===== src/rtl/dds_phase_acc.sv =====
// DDS phase accumulator: adds a tuning word on every enabled cycle and wraps modulo 2^PHASE_ACC_WIDTH.
// A registered carry pulses on each wrap.
module dds_phase_acc #(
    parameter int             PHASE_INC_WIDTH = 16,
    parameter int             PHASE_ACC_WIDTH = 16,
    parameter longint unsigned PHASE_INITIAL  = 0
) (
    input  logic                       clk_i,
    input  logic                       rst_i,
    input  logic [PHASE_INC_WIDTH-1:0] phase_inc_i,
    input  logic                       phase_inc_ena_i,
    input  logic [PHASE_ACC_WIDTH-1:0] phase_load_i,
    input  logic                       phase_load_ena_i,
    output logic [PHASE_ACC_WIDTH-1:0] phase_acc_o,
    output logic                       phase_acc_carry_o
);

    generate
        if (PHASE_INC_WIDTH < 1 || PHASE_ACC_WIDTH < 1 || PHASE_INC_WIDTH > PHASE_ACC_WIDTH) begin : g_bad_width
            $error("dds_phase_acc: PHASE_INC_WIDTH must be in 1..PHASE_ACC_WIDTH");
        end
    endgenerate

    localparam logic [PHASE_ACC_WIDTH-1:0] ACC_INIT = PHASE_ACC_WIDTH'(PHASE_INITIAL);

    logic [PHASE_ACC_WIDTH-1:0] acc_q, acc_d;
    logic                       carry_q, carry_d;
    logic [PHASE_ACC_WIDTH:0]   sum;

    // One extra bit on the adder captures the wrap.
    assign sum = {1'b0, acc_q} + (PHASE_ACC_WIDTH + 1)'(phase_inc_i);

    always_comb begin
        acc_d   = acc_q;
        carry_d = 1'b0;
        if (phase_load_ena_i) begin
            acc_d = phase_load_i;
        end else if (phase_inc_ena_i) begin
            acc_d   = sum[PHASE_ACC_WIDTH-1:0];
            carry_d = sum[PHASE_ACC_WIDTH];
        end
    end

    always_ff @(posedge clk_i) begin
        if (rst_i) begin
            acc_q   <= ACC_INIT;
            carry_q <= 1'b0;
        end else begin
            acc_q   <= acc_d;
            carry_q <= carry_d;
        end
    end

    assign phase_acc_o       = acc_q;
    assign phase_acc_carry_o = carry_q;

endmodule


===== config.mk =====
export PLATFORM = sky130hd
export DESIGN_NAME = dds_phase_acc
export DESIGN_NICKNAME = d
export VERILOG_FILES = /design/src/rtl/dds_phase_acc.sv
export SDC_FILE = /design/constraint.sdc
export NUM_CORES = 1
export LEC_CHECK = 0
export CORE_ASPECT_RATIO = 1.4
export CORE_UTILIZATION = 65
export CTS_CLUSTER_DIAMETER = 100
export CTS_CLUSTER_SIZE = 8
export DETAILED_ROUTE_END_ITERATION = 8
export DONT_BUFFER_PORTS = 1
export HOLD_SLACK_MARGIN = 0.08
export PLACE_DENSITY = 0.81
export RECOVER_POWER = 25
export SYNTH_ARGS = -nofsm -noshare
export SYNTH_HDL_FRONTEND = slang
export SYNTH_SLANG_ARGS = --single-unit
export TNS_END_PERCENT = 100

===== constraint.sdc =====
create_clock -name clk_i -period 4.7 [get_ports clk_i]
set_input_delay 0.94 -clock clk_i [delete_from_list [all_inputs] [get_ports clk_i]]
set_output_delay 0.94 -clock clk_i [all_outputs]
set_load 0.1 [all_outputs]

==> results of run 1 <==
==> report_power, final <==
| group | switching [mW] | internal (mW) | leakage [nW] | total (mW) |
|---|---|---|---|---|
| sequential | 0.111 | 0.157 | 0.141 | 0.268 |
| combinational | 0.0907 | 0.0746 | 0.503 | 0.165 |
| clock | 0.0504 | 0.0332 | 0.0150 | 0.0836 |
==> sequential cells by signal, summed over array words and instances, names as in the netlist <==
name	count
phase_acc_o	16
phase_acc_carry_o	1
==> layer usage <==
metal,GRT usage,vias to the layer above,part of all wire
met2,0.567,36,0.57
met5,0,-,0
met4,0.107,0,0.013
met1,0.315,650,0.38
li1,-,713,-
met3,0.0453,6,0.039
==> critical path: stages (launching register included) <==
cell and delay [ns]:
dfxtp_1 0.67, ha_1 0.41, fa_1 0.41, a21o_1 0.22, a221oi_2 0.41, o21ai_2 0.14
o31ai_4 0.23, xor2_1 0.17, o22ai_1 0.09
==> area by class of cell <==
type                    instances  area, um^2
multi-input cells             162        1140
fillers                       181         669
flip-flops and latches         17         340
well taps                      22        27.5
clock buffers                   4        26.3
inverters                       7        26.3
==> cells in the mapped netlist (all sizes together) (4+ instances only) <==
| library cell | count | area, um^2 |
|---|---|---|
| a211oi | 4 | 30.0 |
| a21oi | 27 | 135 |
| a221oi | 4 | 41.3 |
| buf | 6 | 30.0 |
| clkbuf | 6 | 23.8 |
| dfxtp | 17 | 340 |
| ha | 16 | 200 |
| inv | 7 | 26.3 |
| mux2i | 6 | 60.1 |
| nand2 | 11 | 41.3 |
| nand4 | 4 | 25.0 |
| nor2 | 23 | 86.3 |
| nor3 | 6 | 35.0 |
| nor3b | 7 | 52.6 |
| o21ai | 9 | 48.8 |
| o22ai | 4 | 25.0 |
| xnor2 | 6 | 52.6 |
==> logic make-up (layout without fill, tap and decap cells) <==
logic type | count (synthesis) | after routing | synth area share
simple gates | 65 | 65 | 0.218
mux | 7 | 7 | 0.0458
flops | 17 | 17 | 0.218
buf+inv | 19 | 11 | 0.0514
fa+ha+maj | 17 | 17 | 0.141
compound gates | 64 | 64 | 0.274
xor+xnor | 9 | 9 | 0.0506
==> path summary, 6_finish.rpt <==
| path | startpoint | to | slack, ns | cells past startpoint |
|---|---|---|---|---|
| setup reg to reg | phase_acc_o[0] | phase_acc_o[10] | 1.82 | 8 |
| setup / recovery | phase_acc_o[0] | phase_acc_o[10] | 1.82 | 8 |
| hold reg to reg | phase_acc_o[5] | phase_acc_o[5] | 1.06 | 2 |
| hold / removal | rst_i | phase_acc_o[0] | 0.69 | 1 |
==> placed cells by master, fill, tap and decap left out, drive strengths merged, types with 3 or more instances in the layout <==
cell type	netlist	layout
a21oi	27	27
nand2	11	11
o211ai	3	3
o22ai	4	4
clkbuf	6	4
o21ai	9	9
ha	16	16
nor3b	7	7
dfxtp	17	17
xor2	3	3
nor3	6	6
nand4	4	4
a221oi	4	4
inv	7	7
mux2i	6	6
a211oi	4	4
xnor2	6	6
nor2b	3	3
nor2	23	23
and3	3	3
a31oi	3	3
==> stage by stage <==
stage	hold WS (ns)	cells	total power, mW	instance area [um^2]
floorplan	1.02	198	0.415	1560
finish	0.692	212	0.517	1560
global placement	1.01	208	0.430	1530
CTS	0.697	212	0.515	1560
detailed placement	1.02	208	0.435	1530
global route	0.677	212	0.545	1560
==> out/qor.csv, run 1 <==
stage;metric;value;unit
worst_setup_path;path_max_fanout;3;
sta;fmax;348;MHz
cells_and_area;antenna_cells;0;
synthesis;seq_area_frac_synth;0.218;
sta;setup_slack;1.82;ns
route;drt_iter0_drc;67;
sta;hold_violations;0;
route;wl_per_cell;16.5;um
global_route;grt_usage;0.294;
floorplan;core_area;2230;um^2
clock_tree;clockRootBuffer;clkbuf_4;
worst_setup_path;crit_type;flop to flop;
clock_tree;cts_num_sinks;17;
sta;tns;0;ns
synthesis;avgSynthCellArea;7.87;um^2
clock_tree;post_cts.repair.setup_buffers;0;
clock_tree;cts_max_level;1;
synthesis;synth_edf_count;0;
clock_tree;ctsResizeCount;0;
clock_tree;hold_buffers;0;
synthesis;synth_nets;251;
clock_tree;cts_tree;built;
sta;fin_crit_sh;0.612;
power;power_leakage;0.659;nW
hold_path;hp-class;primary input to flop;
sta;clock_skew;0.00107;ns
placed_design;dp_hpwl;2740;um
sta;setup_viol;0;
synthesis;synth_area;1560;um^2
job;maxCapViolCount;0;
synthesis;synthCells;198;
floorplan;dieArea;2600;um^2
worst_setup_path;critPathCaptureType;flop;
placed_design;dp_slack;1.76;ns
worst_setup_path;cp_data_arrival_time;3.07;ns
worst_setup_path;cp-start-kind;flop;
route;final_antenna_net_count;0;
floorplan;die_h;59.9;um
placed_design;place.gp.congestion;0.888;
synthesis;synth-seq-cells;17;
power;p_per_area;332;nW/um^2
cells_and_area;nets;244;
status;violations;design-rule violations;
cells_and_area;drive_above_1_share;0.0684;
synthesis;yosysWarnings;0;
cells_and_area;utilization;0.699;
power;ir_worst_vdd;0.271;mV
sta;report.final.slew_viol_count;0;
sta;maxSlewHeadroom;0.299;
sta;fin_crit;2.88;ns
global_route;grt_max_degree;35;
floorplan;die_width;43.4;um
synthesis;ys_types;46;
sta;worst_pin_slew;1.05;ns
synthesis;ys_async_sr_fraction;0;
global_route;grt_pass1_wl;5750;um
route;drt_wl_total;3500;um
clock_tree;worst_skew_pair.late_latency;0.30;ns
global_route;antenna_found_initial;0;
floorplan;rows;20;
worst_setup_path;cp.required;4.90;ns
placed_design;port_buffers;0;
clock_tree;numCtsBuffers;3;
sta;grt_setup_unrepaired;false;
global_route;gr-total-overflow;0;
route;vias;1405;
synthesis;synthFlopType;dfxtp_1;
route;via_per_inst;6.63;
clock_tree;clock_path_buffers;2;
route;drc;6;
clock_tree;clk_pin_slew;0.10;ns
cells_and_area;area_delta_synth_final;-0.000257;%
floorplan;initial_core_util;0.699;
status;status;complete, but fails checks;
global_route;grt_pass1_vias;1368;
floorplan;pin_count;53;
route;drtPass1Iterations;6;
No activity file was read; power rests on OpenSTA's default activity.
==> inputs of run 2 (changes only) <==
Settings changed: CORE_UTILIZATION 65 to 63, PLACE_DENSITY 0.81 to 0.79.
Clock period 4.7 ns to 3 ns, I/O delays scaled along.
==> run 2 against run 1 <==
Against the previous run:
- combinational power grew to 2.7 times the previous value
- non-clock buffer count grew 16
- final area rose by 6.6%
- maximum frequency is 15% higher
- the flow still finishes with violations (design-rule violations)
- critical path depth is 2 lower
- highest routed layer unchanged
- power is 63% higher
- sequential share of layout area shrank 1.4 points
==> out/qor.csv, run 2 (synthesized netlist as in run 1, its figures left out) <==
stage;metric;value;unit
power;power_leakage;0.724;nW
worst_setup_path;worst_path_max_delay_cell;clkbuf_1;
route;drt_iter0_drc;47;
cells_and_area;nets;260;
clock_tree;ctsResizeCount;0;
route;vias;1524;
cells_and_area;final_common_cell;a21oi_1;
power;switchingPower;0.408;mW
clock_tree;clk_pin_slew;0.12;ns
cells_and_area;largest_register_ffs;16;
worst_setup_path;cp_data_arrival_time;2.72;ns
worst_setup_path;max_stage_delay;0.92;ns
clock_tree;cts_max_level;1;
sta;hold_violations;0;
job;maxCapViolCount;0;
power;p_int;0.434;mW
clock_tree;hold_buffers;0;
worst_setup_path;crit_type;flop to flop;
clock_tree;clock_path_buffers;2;
status;violations;design-rule violations;
placed_design;dp_hpwl;2900;um
global_route;grt_pass1_vias;1499;
clock_tree;clockRootBuffer;clkbuf_4;
sta;report.final.slew_viol_count;0;
hold_path;hp-class;primary input to flop;
floorplan;core_area;2250;um^2
floorplan;die_width;44.0;um
clock_tree;worst_skew_pair.late_latency;0.31;ns
sta;clock_skew;0.00875;ns
floorplan;pin_count;53;
route;drt_wl_total;3800;um
cells_and_area;area_delta_synth_final;6.59;%
placed_design;port_buffers;0;
route;drtPass1Iterations;6;
sta;fin_crit_sh;0.836;
clock_tree;cts_tree;built;
sta;fin_crit;2.51;ns
worst_setup_path;cp.required;3.21;ns
power;seqPwrFrac;0.310;
sta;fmax;399;MHz
global_route;antenna_found_initial;0;
worst_setup_path;critPathCaptureType;flop;
clock_tree;post_cts.repair.setup_buffers;0;
floorplan;rows;20;
floorplan;dieArea;2680;um^2
sta;worst_pin_slew;1.26;ns
cells_and_area;final_cell_mix;a21oi_1 (27), nor2_1 (23), dfxtp_1 (17), ha_1 (16);
cells_and_area;finalInstanceArea;1660;um^2
clock_tree;numCtsBuffers;3;
cells_and_area;utilization;0.737;
route;drc;2;
power;p_clk_frac;0.160;
cells_and_area;antenna_cells;0;
sta;tns;0;ns
status;status;complete, but fails checks;
worst_setup_path;path_max_fanout;4;
global_route;grt_pass1_wl;6040;um
cells_and_area;drive_above_1_share;0.121;
cells_and_area;fillers;187;
power;power_frac_comb;0.530;
sta;maxSlewHeadroom;0.162;
floorplan;die_h;60.8;um
global_route;gr-total-overflow;0;
placed_design;place.gp.congestion;0.914;
worst_setup_path;path_cells;clkbuf_1 > ha_1 > a21oi_1 > or3_1 > o211ai_1 > a211o_1;
floorplan;initial_core_util;0.692;
clock_tree;cts_num_sinks;17;
power;p_sw_frac;0.484;
global_route;grt_max_degree;35;
placed_design;place_area;1650;um^2
route;wl_per_cell;16.7;um
sta;setup_viol;0;
route;via_per_inst;6.68;
power;p_per_area;507;nW/um^2
sta;grt_setup_unrepaired;false;
worst_setup_path;cp-start-kind;flop;
route;final_antenna_net_count;0;
power;ir_worst_vdd;0.309;mV
global_route;grt_usage;0.298;
[run 2: cell count changes in the layout (fill, tap and decap cells not counted), sizes merged]
| cell | delta |
|---|---|
| clkbuf | +4 |
| clkinv | +1 |
| buf | +11 |
[run 2: final timing paths]
kind	to	slack, ns	start	cells past startpoint
setup / recovery	phase_acc_o[15]	0.49	phase_acc_o[14]	6
hold reg to reg	phase_acc_o[1]	0.73	phase_acc_o[1]	4
setup reg to reg	phase_acc_o[15]	0.49	phase_acc_o[14]	6
hold / removal	phase_acc_o[0]	0.34	rst_i	1
[run 2: metal layers]
| layer | part of all wire | vias up | global-route usage |
|---|---|---|---|
| met4 | 0.022 | 0 | 0.139 |
| met2 | 0.54 | 62 | 0.548 |
| met1 | 0.39 | 703 | 0.334 |
| met5 | 0 | - | 0 |
| met3 | 0.052 | 11 | 0.0387 |
| li1 | - | 748 | - |
[run 2: through the flow]
step           setup WS, ns  hold WS, ns  cells  power (mW)
2_1_floorplan         0.362        0.743    198       0.651
3_3_place_gp          0.452        0.675    224       0.703
3_5_place_dp          0.408        0.677    224       0.714
4_1_cts               0.684        0.345    228       0.847
5_1_grt               0.420        0.340    228       0.884
6_report              0.492        0.343    228       0.842
[run 2: power groups by stage]
| stage | logic, mW | registers, mW | clock network (mW) |
|---|---|---|---|
| 2_1_floorplan | 0.231 | 0.419 | 0 |
| 3_3_place_gp | 0.438 | 0.265 | 0 |
| 3_5_place_dp | 0.448 | 0.266 | 0 |
| 4_1_cts | 0.450 | 0.261 | 0.135 |
| 5_1_grt | 0.478 | 0.263 | 0.143 |
| 6_report | 0.447 | 0.261 | 0.135 |
[run 2: final cells by class]
| class | instances | area, um^2 | share of cell area |
|---|---|---|---|
| clock buffers | 3 | 22.5 | 0.0136 |
| repair buffers | 16 | 101 | 0.0610 |
| multi-input cells | 162 | 1140 | 0.685 |
| well taps | 22 | 27.5 | 0.0166 |
| clock inverters | 1 | 5.00 | 0.00301 |
| inverters | 7 | 26.3 | 0.0158 |
| flip-flops and latches | 17 | 340 | 0.205 |
[run 2: worst max-delay path, delay by kind of cell (launching register included)]
family | cells | cell delay, ns
compound gates | 3 | 0.53
fa+ha+maj | 1 | 0.47
simple gates | 1 | 0.15
buf+inv | 1 | 0.92
flops | 1 | 0.34
==> inputs of run 3 (changes only) <==
Clock period 3 ns to 2.6 ns, I/O delays scaled along.
==> run 3 against run 2 <==
Against the previous run:
- the flow still finishes with violations (design-rule violations)
- critical endpoint is now phase_acc_o[12]
- clock skew up 0.00054 ns
- worst hold slack worse by 0.086 ns
- combinational power grew 16%
- sequential power grew 15%
- global-route usage rose by 1.8 points
==> out/qor.csv, run 3 (synthesized netlist as in run 1, its figures left out) <==
stage;metric;value;unit
clock_tree;ctsResizeCount;0;
floorplan;pin_count;53;
clock_tree;post_cts.repair.setup_buffers;0;
cells_and_area;nets;261;
sta;hold_violations;0;
cells_and_area;final_common_cell;a21oi_1;
worst_setup_path;cp-start-kind;flop;
route;drt_wl_total;3920;um
sta;fin_crit;2.35;ns
power;finalPower;0.977;mW
global_route;grt_usage;0.316;
floorplan;die_h;60.8;um
sta;tns;0;ns
status;status;complete, but fails checks;
cells_and_area;fillers;188;
sta;fmax;426;MHz
global_route;grt_max_degree;35;
global_route;gr-total-overflow;0;
global_route;antenna_found_initial;0;
clock_tree;clockRootBuffer;clkbuf_4;
sta;clock_skew;0.00929;ns
clock_tree;hold_buffers;0;
clock_tree;cts_tree;built;
cells_and_area;drive_above_1_share;0.126;
route;drc;3;
clock_tree;cts_max_level;1;
cells_and_area;final_cells;229;
floorplan;core_area;2250;um^2
floorplan;die_width;44.0;um
placed_design;port_buffers;0;
sta;fin_crit_sh;0.904;
global_route;grt_pass1_wl;6400;um
sta;fin_hold_ws;0.257;ns
placed_design;dpl.cell_count;225;
worst_setup_path;cp.required;2.80;ns
sta;maxSlewHeadroom;0.179;
worst_setup_path;rrSetupSlack;0.25;ns
status;violations;design-rule violations;
worst_setup_path;cp_data_arrival_time;2.55;ns
placed_design;dp_hpwl;2960;um
clock_tree;clock_path_buffers;2;
worst_setup_path;path_cells;ha_1 > fa_1 > a21o_1 > a221oi_2 > o21ai_2 > o31ai_4 > and3_2 > nor3_2;
route;drt_iter0_drc;50;
worst_setup_path;crit_type;flop to flop;
clock_tree;clk_pin_slew;0.12;ns
worst_setup_path;r2r_cells;8;
job;maxCapViolCount;0;
floorplan;rows;20;
worst_setup_path;worst_path_max_delay_cell;fa_1;
clock_tree;numCtsBuffers;3;
sta;setup_viol;0;
route;drtPass1Iterations;8;
worst_setup_path;critPathCaptureType;flop;
route;final_antenna_net_count;0;
power;ir_worst_vdd;0.462;mV
clock_tree;cts_num_sinks;17;
power;power_leakage;0.722;nW
worst_setup_path;max_stage_delay;0.41;ns
hold_path;hp-class;primary input to flop;
route;wl_per_cell;17.1;um
floorplan;dieArea;2680;um^2
power;p_per_area;588;nW/um^2
sta;worst_pin_slew;1.23;ns
worst_setup_path;path_max_fanout;3;
clock_tree;worst_skew_pair.late_latency;0.31;ns
cells_and_area;largest_register_ffs;16;
route;via_per_inst;6.71;
sta;report.final.slew_viol_count;0;
cells_and_area;final_cell_mix;a21oi_1 (27), nor2_1 (23), ha_1 (16), dfxtp_1 (15), nand2_1 (11);
cells_and_area;utilization;0.738;
cells_and_area;antenna_cells;0;
sta;grt_setup_unrepaired;false;
placed_design;place.gp.congestion;0.907;
global_route;grt_pass1_vias;1580;
cells_and_area;area_delta_synth_final;6.75;%
route;vias;1537;
hold_path;hold_depth;1;
floorplan;initial_core_util;0.692;
run 3: cell types whose count changed in the layout (fill, tap and decap cells not counted):
cell,delta
dfxtp_2,+2
dfxtp_1,-2
buf_4,-1
clkbuf_1,+2
run 3: cell type report:
class | instances | area (um^2) | area share
clock buffers | 3 | 22.5 | 0.0135
clock inverters | 1 | 5.00 | 0.00301
inverters | 7 | 26.3 | 0.0158
multi-input cells | 162 | 1140 | 0.684
flip-flops and latches | 17 | 343 | 0.206
well taps | 22 | 27.5 | 0.0166
repair buffers | 17 | 101 | 0.0609
run 3: per-stage QoR:
step,instance area (um^2),setup WS (ns)
3_3_place_gp,1660,0.134
4_1_cts,1690,0.294
2_1_floorplan,1560,0.0278
5_1_grt,1660,0.170
6_report,1660,0.250
3_5_place_dp,1660,0.0857
run 3: worst max-delay path: cells and delay by family, from the launching register on:
family / cells / cell delay (ns)
adders and majority gates: 2 / 0.61
AOI/OAI and AO/OA: 4 / 1.01
and+or+nand+nor: 2 / 0.28
DFF: 1 / 0.33
run 3: where the power goes:
part	internal (mW)	switching (mW)	total [mW]
sequential	0.286	0.0150	0.301
clock	0.0576	0.0985	0.156
combinational	0.158	0.362	0.520
total	0.501	0.476	0.977
run 3: final timing paths:
check / startpoint / endpoint
min: rst_i / phase_acc_o[1]
max reg2reg: phase_acc_o[0] / phase_acc_o[12]
max: phase_acc_o[0] / phase_acc_o[12]
min reg2reg: phase_acc_o[15] / phase_acc_carry_o
run 3: metal layers:
| layer | global-route usage | routed length, um | vias to the layer above |
|---|---|---|---|
| li1 | - | - | 745 |
| met1 | 0.333 | 1520 | 721 |
| met2 | 0.601 | 2100 | 59 |
| met3 | 0.0298 | 185 | 12 |
| met4 | 0.173 | 116 | 0 |
| met5 | 0 | 0 | - |
==> variant, RTL diff (settings of run 3) <==
Remove the register `carry_q`: a continuous assignment takes its place, so the output `phase_acc_carry_o` follows one clock earlier.
--- a/src/rtl/dds_phase_acc.sv
+++ b/src/rtl/dds_phase_acc.sv
@@ -45,10 +45,10 @@
         if (rst_i) begin
             acc_q   <= ACC_INIT;
-            carry_q <= 1'b0;
         end else begin
             acc_q   <= acc_d;
-            carry_q <= carry_d;
         end
     end
+
+    assign carry_q = carry_d;
 
     assign phase_acc_o       = acc_q;
Check against the original RTL: not equivalent (Yosys sat finds a counterexample within 4 cycles, from zero or initial values and one cycle with rst_i high).
==> variant against run 3 <==
  * The run ends with negative setup slack left
  * Area after synthesis is 11% lower
  * Total power shrank 2.3%
  * Sequential cell count is 1 lower
  * Wire length is 1.2% lower
  * Non-clock buffer count increased by 16
  * Final area increased by 3.9%
  * First-iteration DRC count rose by 46%
  * Worst setup slack got worse by 0.54 ns
  * Synthesized cell count fell by 14%
  * Critical path type is now flip-flop to output port
  * Largest cell class unchanged
==> variant: results (changes against run 3) <==
status: "finished with violations"  # unchanged
violations: "negative setup slack"  # was design-rule violations
wl_per_cell_um: 17.38  # was 17.13 um
critPathMaxStageDelay_ns: 0.37  # was 0.41 ns
grt_usage_pct: 33.59  # was 31.59%
area_delta_synth_final_pct: 24.41  # was 6.747%
postRouteWirelength_um: 3875  # was 3922 um
dpl_cell_area_um2: 1707  # was 1663 um^2
ys_seq_area_share_pct: 23.06  # was 21.85%
fin_tns_setup_ns: -0.2856  # was 0 ns
place_ws_ns: -0.1176  # was 0.08570 ns
vias_per_cell: 6.619  # was 6.712
leakage_nw: 0.7573  # was 0.7219 nW
post_cts_resized: 1  # was 0
drive_gt1_share_pct: 26.24  # was 12.56%
wl_met2_um: 2106  # was 2099 um
grt_pass1_wl_um: 6313  # was 6403 um
drt_iter0_drc: 73  # was 50
use_met2_pct: 66.07  # was 60.08%
synth-compound-area-share_pct: 27.93  # was 27.39%
dp_hpwl_um: 2863  # was 2956 um
grt_max_degree: 30  # was 35
synth_fp_nets: 224  # was 251
crit_fanout: 2  # was 3
setup_violations: 1  # was 0
use_met3_pct: 4.430  # was 2.976%
finalClockSkew_ns: 0.007751  # was 0.009292 ns
use_met1_pct: 35.48  # was 33.27%
dr.pass1.iters: 5  # was 8
fin_nets: 256  # was 261
setup_ws_ns: -0.2856  # was 0.2499 ns
synthAdderAreaFrac_pct: 15.86  # was 14.14%
tightest_slew_ns: 1.224  # was 1.232 ns
cp_slowest_cell: "dfxtp_4"  # was fa_1
grt_pass1_vias: 1485  # was 1580
ys_types: 43  # was 46
syn_inst: 171  # was 198
[variant: layout make-up]
type,instances,share of cell area (%)
Clock buffer,3,1.303
Clock inverter,1,0.2172
Sequential cell,16,20.42
Timing Repair Buffer,33,13.54
Inverter,8,1.738
Multi-Input combinational cell,141,61.26
Tap cell,21,1.521
[variant: final timing paths]
| check | start | end | slack (ns) | depth (start not counted) |
|---|---|---|---|---|
| worst max register to register | phase_acc_o[0] | phase_acc_o[10] | 0.13 | 9 |
| worst min register to register | phase_acc_o[15] | phase_acc_o[15] | 0.75 | 3 |
| worst min-delay path | rst_i | phase_acc_o[1] | 0.27 | 1 |
| worst max-delay path | phase_acc_o[0] | phase_acc_carry_o | -0.29 | 9 |
[variant: power breakdown]
| part | leakage (nW) | total, mW | switching (mW) | internal (mW) |
|---|---|---|---|---|
| clock network | 0.0154 | 0.141 | 0.0853 | 0.0558 |
| logic | 0.603 | 0.531 | 0.348 | 0.183 |
| registers | 0.139 | 0.283 | 0.0140 | 0.269 |
